File: config.mk
export PLATFORM = sky130hd
export DESIGN_NAME = demux1to4_32bit_buffered
export DESIGN_NICKNAME = d
export VERILOG_FILES = /design/src/rtl/demux1to4_32bit_buffered.sv
export SDC_FILE = /design/constraint.sdc
export NUM_CORES = 1
export LEC_CHECK = 0
export CAP_MARGIN = 20
export CORE_MARGIN = 3
export CORE_UTILIZATION = 40
export CTS_CLUSTER_DIAMETER = 50
export DETAILED_ROUTE_END_ITERATION = 10
export HOLD_SLACK_MARGIN = 0.06
export PLACE_DENSITY = 0.67
export RECOVER_POWER = 100
export SLEW_MARGIN = 20
export SYNTH_ARGS = -nofsm -noshare
export SYNTH_HDL_FRONTEND = slang
export SYNTH_HIERARCHICAL = 1
export SYNTH_SLANG_ARGS = --single-unit
File: constraint.sdc
create_clock -name clk -period 3.6 [get_ports clk]
set_input_delay 0.36 -clock clk [delete_from_list [all_inputs] [get_ports clk]]
set_output_delay 0.36 -clock clk [all_outputs]
set_load 0.03 [all_outputs]
File: src/rtl/demux1to4_32bit_buffered.sv
// One-to-four routing demux: a single valid/ready input stream is steered by
// in_select into one of four independent DEPTH-entry FIFOs, each with its own handshake.

module demux_chan_fifo #(
    parameter int WIDTH = 32,
    parameter int DEPTH = 2
) (
    input  logic             clk,
    input  logic             rst,
    input  logic             push,
    input  logic [WIDTH-1:0] wdata,
    input  logic             rdy,
    output logic             full,
    output logic             vld,
    output logic [WIDTH-1:0] rdata
);
    localparam int AW = $clog2(DEPTH);
    localparam int CW = AW + 1;
    localparam logic [CW-1:0] FULL_CNT = CW'(DEPTH);

    logic [WIDTH-1:0] mem [DEPTH];
    logic [AW-1:0]    rptr, wptr;
    logic [CW-1:0]    count;
    logic             pop;

    assign vld   = (count != '0);
    assign full  = (count == FULL_CNT);
    assign pop   = vld && rdy;
    // Gate the head so stale storage never leaks out of an empty channel.
    assign rdata = vld ? mem[rptr] : '0;

    // Storage is intentionally not reset; occupancy gating hides it.
    always_ff @(posedge clk) begin
        if (push)
            mem[wptr] <= wdata;
    end

    always_ff @(posedge clk) begin
        if (rst) begin
            rptr  <= '0;
            wptr  <= '0;
            count <= '0;
        end else begin
            if (push)
                wptr <= wptr + AW'(1);
            if (pop)
                rptr <= rptr + AW'(1);
            case ({push, pop})
                2'b10:   count <= count + CW'(1);
                2'b01:   count <= count - CW'(1);
                default: count <= count;
            endcase
        end
    end
endmodule

module demux1to4_32bit_buffered #(
    parameter int WIDTH = 32,
    parameter int DEPTH = 2
) (
    input  logic             clk,
    input  logic             rst,
    input  logic             in_valid,
    input  logic [1:0]       in_select,
    input  logic [WIDTH-1:0] in_data,
    output logic             in_ready,
    output logic [3:0]       out_valid,
    input  logic [3:0]       out_ready,
    output logic [WIDTH-1:0] out_data0,
    output logic [WIDTH-1:0] out_data1,
    output logic [WIDTH-1:0] out_data2,
    output logic [WIDTH-1:0] out_data3,
    output logic             busy
);
    localparam int NUM_LANES = 4;

    logic [NUM_LANES-1:0]            full;
    logic [NUM_LANES-1:0]            push;
    logic [NUM_LANES-1:0][WIDTH-1:0] head;

    // A full channel refuses even if it pops this cycle: no pass-through path.
    assign in_ready = !rst && !full[in_select];

    genvar i;
    generate
        for (i = 0; i < NUM_LANES; i++) begin : g_chan
            assign push[i] = in_valid && in_ready && (in_select == 2'(i));
            demux_chan_fifo #(.WIDTH(WIDTH), .DEPTH(DEPTH)) u_chan (
                .clk   (clk),
                .rst   (rst),
                .push  (push[i]),
                .wdata (in_data),
                .rdy   (out_ready[i]),
                .full  (full[i]),
                .vld   (out_valid[i]),
                .rdata (head[i])
            );
        end
    endgenerate

    assign out_data0 = head[0];
    assign out_data1 = head[1];
    assign out_data2 = head[2];
    assign out_data3 = head[3];
    assign busy      = |out_valid;
endmodule
Yosys cells after proc, flatten, opt, wreduce, memory -nomap -nowiden:

Memories as Yosys holds them, arrays and structs flattened. A register that Yosys moved wholly into a read port is not among the register bits.
Index checks and enable logic that the tools add are counted.

* add/subtract/negate cells: 16
* $lt $le $gt $ge: 1
* eq/ne operators: 15
* muxes and demuxes: 26
* reductions and logical operators: 22

Operator list (count)
* 2-to-1 mux 32 bit: 4
* == test 2 bit (second input constant): 10
* 2-to-1 mux 1 bit: 17
* case mux 2 bit (2 select lines): 4
* nonzero test 2 bit: 8
* == test 2 x 1 -> 1 bit (second input constant): 5
* logical AND 1 bit: 10
* adder 1 bit (second input constant): 8
* adder 2 x 1 -> 2 bit (second input constant): 4
* subtractor 2 x 1 -> 2 bit (second input constant): 4
* OR reduction 4 bit: 1
* less-than comparator 2 x 3 -> 1 bit (second input constant): 1
* binary-select mux 1 bit (select 2 bit): 1
* logical NOT 1 bit: 2
* logical NOT 2 bit: 1

* register bits after elaboration: 16
* RAM bits: 256
* input port bits: 41
* output and inout bits: 134
* logic and storage cells: 96
* memories: 4

Memory list
* g_chan[0].u_chan.mem: depth 2, width 32, rd ports 1, clocked after memory_dff 1, wr ports 1, line 21 `logic [WIDTH-1:0] mem [DEPTH];`
* g_chan[1].u_chan.mem: depth 2, width 32, rd ports 1, clocked after memory_dff 1, wr ports 1, line 21
* g_chan[2].u_chan.mem: depth 2, width 32, rd ports 1, clocked after memory_dff 1, wr ports 1, line 21
* g_chan[3].u_chan.mem: depth 2, width 32, rd ports 1, clocked after memory_dff 1, wr ports 1, line 21

Longest topological paths before layout:

* depth in word-level cells: 9
* depth in mapped cells: 7
* mapped depth without buffers: 7

Cells and area by module:

Netlist, hierarchy kept.

Modules (own cells, without submodules)
* demux_chan_fifo: instances 4, cells an instance 160, area an instance 2622.5 um^2, seq. area each 2021.9 um^2
* demux1to4_32bit_buffered: instances 1, cells an instance 9, area an instance 75.1 um^2, seq. area each 0.0 um^2

Worst setup path after synthesis:

No wires, ideal clock.

* kind: in2reg
* from: in in_select[1]
* to: mem g_chan[1].u_chan.mem[0][0], enable pin
* library setup time: 0.421 ns
* arrival time: 2.535 ns
* slack: 0.644 ns
* stages on the path: 4
* cells stage by stage: or3b_1 nor3b_1 inv_1 nor2_1

* cells in the longest elaborated chain, start to end: 8

Ends and longest elaborated chain
* from (decl): line 64 `input logic [1:0] in_select,`
* binary-select mux 1 bit (select 2 bit): line 82 `assign in_ready = !rst && !full[in_select];`
* 2-to-1 mux 1 bit (not written as such): line 82
* logical NOT 1 bit: line 82
* logical AND 1 bit: line 82
* logical AND 1 bit: line 87 `assign push[i] = in_valid && in_ready && (in_select == 2'(i));`
* logical AND 1 bit *: line 87
* via push[1]: line 78 `logic [NUM_LANES-1:0] push;`
* 2-to-1 mux 1 bit *: line 34 `if (push)`
* 2-to-1 mux 1 bit (not written as such) *: line 35 `mem[wptr] <= wdata;`
* to (decl): line 21

Mark *: on every way through the listed nets, which the timed path passes. The rest lies on a longest branch. The select of a mux whose other input is x is not followed.

==> results.json <==
{
  "synth-xor-area-share_pct": 1.326,
  "core_area_mm2": 0.02554,
  "synth_area_mm2": 0.01057,
  "crit_type": "reg -> out",
  "min_from": "g_chan[0].u_chan/rptr",
  "whs_path_depth": 2,
  "antenna_left": 0,
  "wl_um": 23700,
  "syn_area_per_cell_um2": 16.28,
  "cp-start-kind": "flip-flop",
  "firstDrtPassIters": 4,
  "synth_top_family_by_area": "multiplexers",
  "antenna_cells": 0,
  "final_layout_size_suffix_gt1_share_pct": 8.372,
  "slew_headroom_pct": 20.21,
  "cts_tree": "built",
  "crit_path_end_kind": "output pin",
  "area_growth_pct": 30.08,
  "path_max_fanout": 17,
  "setup_slack_ns": 0.3464,
  "row_count": 58,
  "cts_root_buf": "clkbuf_16",
  "max_clock_freq_mhz": 307.4,
  "synth_compound_area_share_pct": 0.5685,
  "synth_nets": 694,
  "final_hold_viol_count": 0,
  "rsz0062_at_grt": "false",
  "report.final.slew_viol_count": 0,
  "die_w_um": 168.5,
  "grt_pass1_vias": 6000,
  "synth.distinct_cells": 21,
  "synth_warnings": 6,
  "fill_cells": 2058,
  "r2r_end": "g_chan[0].u_chan/mem[1][15]",
  "powerDensity_mw_per_mm2": 552.8,
  "cts_sinks": 276,
  "clockBufferDepth": 3,
  "vias": 5919,
  "h-tree-depth": 1,
  "fin_skew_ns": 0.01591,
  "grt_pass1_wl_um": 35820,
  "placed_cells": 1147,
  "tns_ns": 0,
  "drv_cap": 0,
  "wire_per_inst_um": 19.71,
  "post_cts_buffers": 0,
  "antenna_found_initial": 0,
  "r2r_cells": 4,
  "grt_max_degree": 33,
  "leakage_uw": 0.004795,
  "clock_latency_ns": 0.53,
  "port_buffers": 174,
  "cp_data_arrival_time_ns": 2.89,
  "grt_busiest_layer": "met2",
  "via_per_inst": 4.924,
  "grt_use_total_pct": 16.40,
  "synth_edf_count": 256,
  "drc": 0,
  "hold-worst-slack_ns": 0.5003,
  "finalCritPeriodShare_pct": 90.38,
  "fin_crit_ns": 3.254,
  "async_reset_ff_share_pct": 0,
  "ctsResizeCount": 0,
  "met3_usage_pct": 2.639,
  "stdcell_count": 1202,
  "drt_iter0_markers": 470,
  "syn_inst": 649,
  "layout_commonest_cell": "edfxtp_1",
  "nNetsFinal": 895,
  "preCtsSetupSlack_ns": 0.7959,
  "hpwl_um": 15880,
  "tightest_slew_ns": 1.196,
  "required_ns": 3.24,
  "outcome": "finished clean",
  "final-setup-viol-count": 0,
  "place.gp.congestion": 0.7485,
  "ir_drop_mv": 0.3951,
  "clkSlewWorstSetupHoldPaths_ns": 0.06,
  "ys_ff_latch": 276,
  "cts_made_buffers": 31,
  "utilization_pct": 53.80,
  "overflow": 0,
  "yosysSeqAreaShare_pct": 76.55,
  "boundaryPins": 175,
  "dieArea_mm2": 0.02840,
  "synth_mux_area_share_pct": 12.34,
  "synth_fa_ha_area_share_pct": 0.4737,
  "r2r-start": "g_chan[0].u_chan/count[0]",
  "synthSimpleGateAreaFrac_pct": 6.703,
  "holdBufCountCts": 0,
  "die_h_um": 168.5,
  "most-common-layout-cells": "256 x edfxtp_1, 155 x dlygate4sd3_1, 148 x nor2_1",
  "hold_class": "reg -> reg",
  "grt_use_met2_pct": 27.85,
  "use_met1_pct": 22.45,
  "synth_ff_type": "edfxtp_1",
  "initial_utilization_pct": 41.36,
  "rrSetupSlack_ns": 0.52
}
critical path: stages (launching register included):
cell and delay (ns):
dfxtp_2 0.71, clkbuf_2 0.56, mux2i_1 0.15, nor2_1 0.16
dlygate4sd3_1 0.77
per-layer routing:
| metal | vias to the layer above | share of wire (%) |
|---|---|---|
| met5 | - | 0 |
| met4 | 0 | 2.0 |
| met3 | 30 | 5.7 |
| met2 | 217 | 49 |
| met1 | 2906 | 43 |
| li1 | 2766 | - |
registers in the layout, summed over array words and instances (netlist names), named ones only:
name	count
g_chan.u_chan/mem	256
g_chan.u_chan/wptr	4
g_chan.u_chan/count	8
g_chan.u_chan/rptr	4
worst max-delay path by stage:
stage,to,slack (ns),depth (start not counted)
floorplan,g_chan[1].u_chan/mem[0][0],0.64,4
global placement,g_chan[3].u_chan/mem[1][16],0.83,6
detailed placement,g_chan[3].u_chan/mem[1][19],0.80,6
CTS,out_data1[21],0.52,4
global route,out_data3[2],0.22,4
finish,out_data3[2],0.35,4
metrics by stage:
stage | total power (µW) | cell area, µm²
2_1_floorplan | 4273 | 10570
3_3_place_gp | 4759 | 12850
3_5_place_dp | 4766 | 12850
4_1_cts | 7725 | 13820
5_1_grt | 7867 | 13740
6_report | 7597 | 13740
cell type report:
type | count | area [µm²] | area share (%)
clock buffers | 37 | 798.3 | 5.808
clock inverters | 18 | 175.2 | 1.275
inverters | 12 | 45.04 | 0.3277
multi-input cells | 333 | 2300 | 16.73
flip-flops and latches | 276 | 8093 | 58.89
well taps | 330 | 412.9 | 3.004
repair buffers | 196 | 1919 | 13.97
logic make-up (layout without fill, tap and decap cells):
group | Yosys count | count (layout)
xor gates and xnor gates | 16 | 16
buffers and inverters | 40 | 263
adders and majority gates | 4 | 4
DFF | 276 | 276
AOI/OAI and AO/OA | 12 | 12
muxes | 129 | 129
and+or+nand+nor | 172 | 172
cell usage after synthesis (8+ instances only):
library cell / n / share of area, %
edfxtp_1: 256 / 73
nor2_1: 153 / 5.4
mux2i_1: 128 / 12
dfxtp_1: 20 / 3.8
buf_2: 16 / 0.76
buf_4: 12 / 0.85
inv_1: 12 / 0.43
o21ai_0: 8 / 0.38
xnor2_1: 8 / 0.66
xor2_1: 8 / 0.66
where the power goes:
group	internal [µW]	switching (µW)
clock	1790	1180
combinational	367	638
sequential	3560	61.5
No activity file was read; power rests on OpenSTA's default activity.
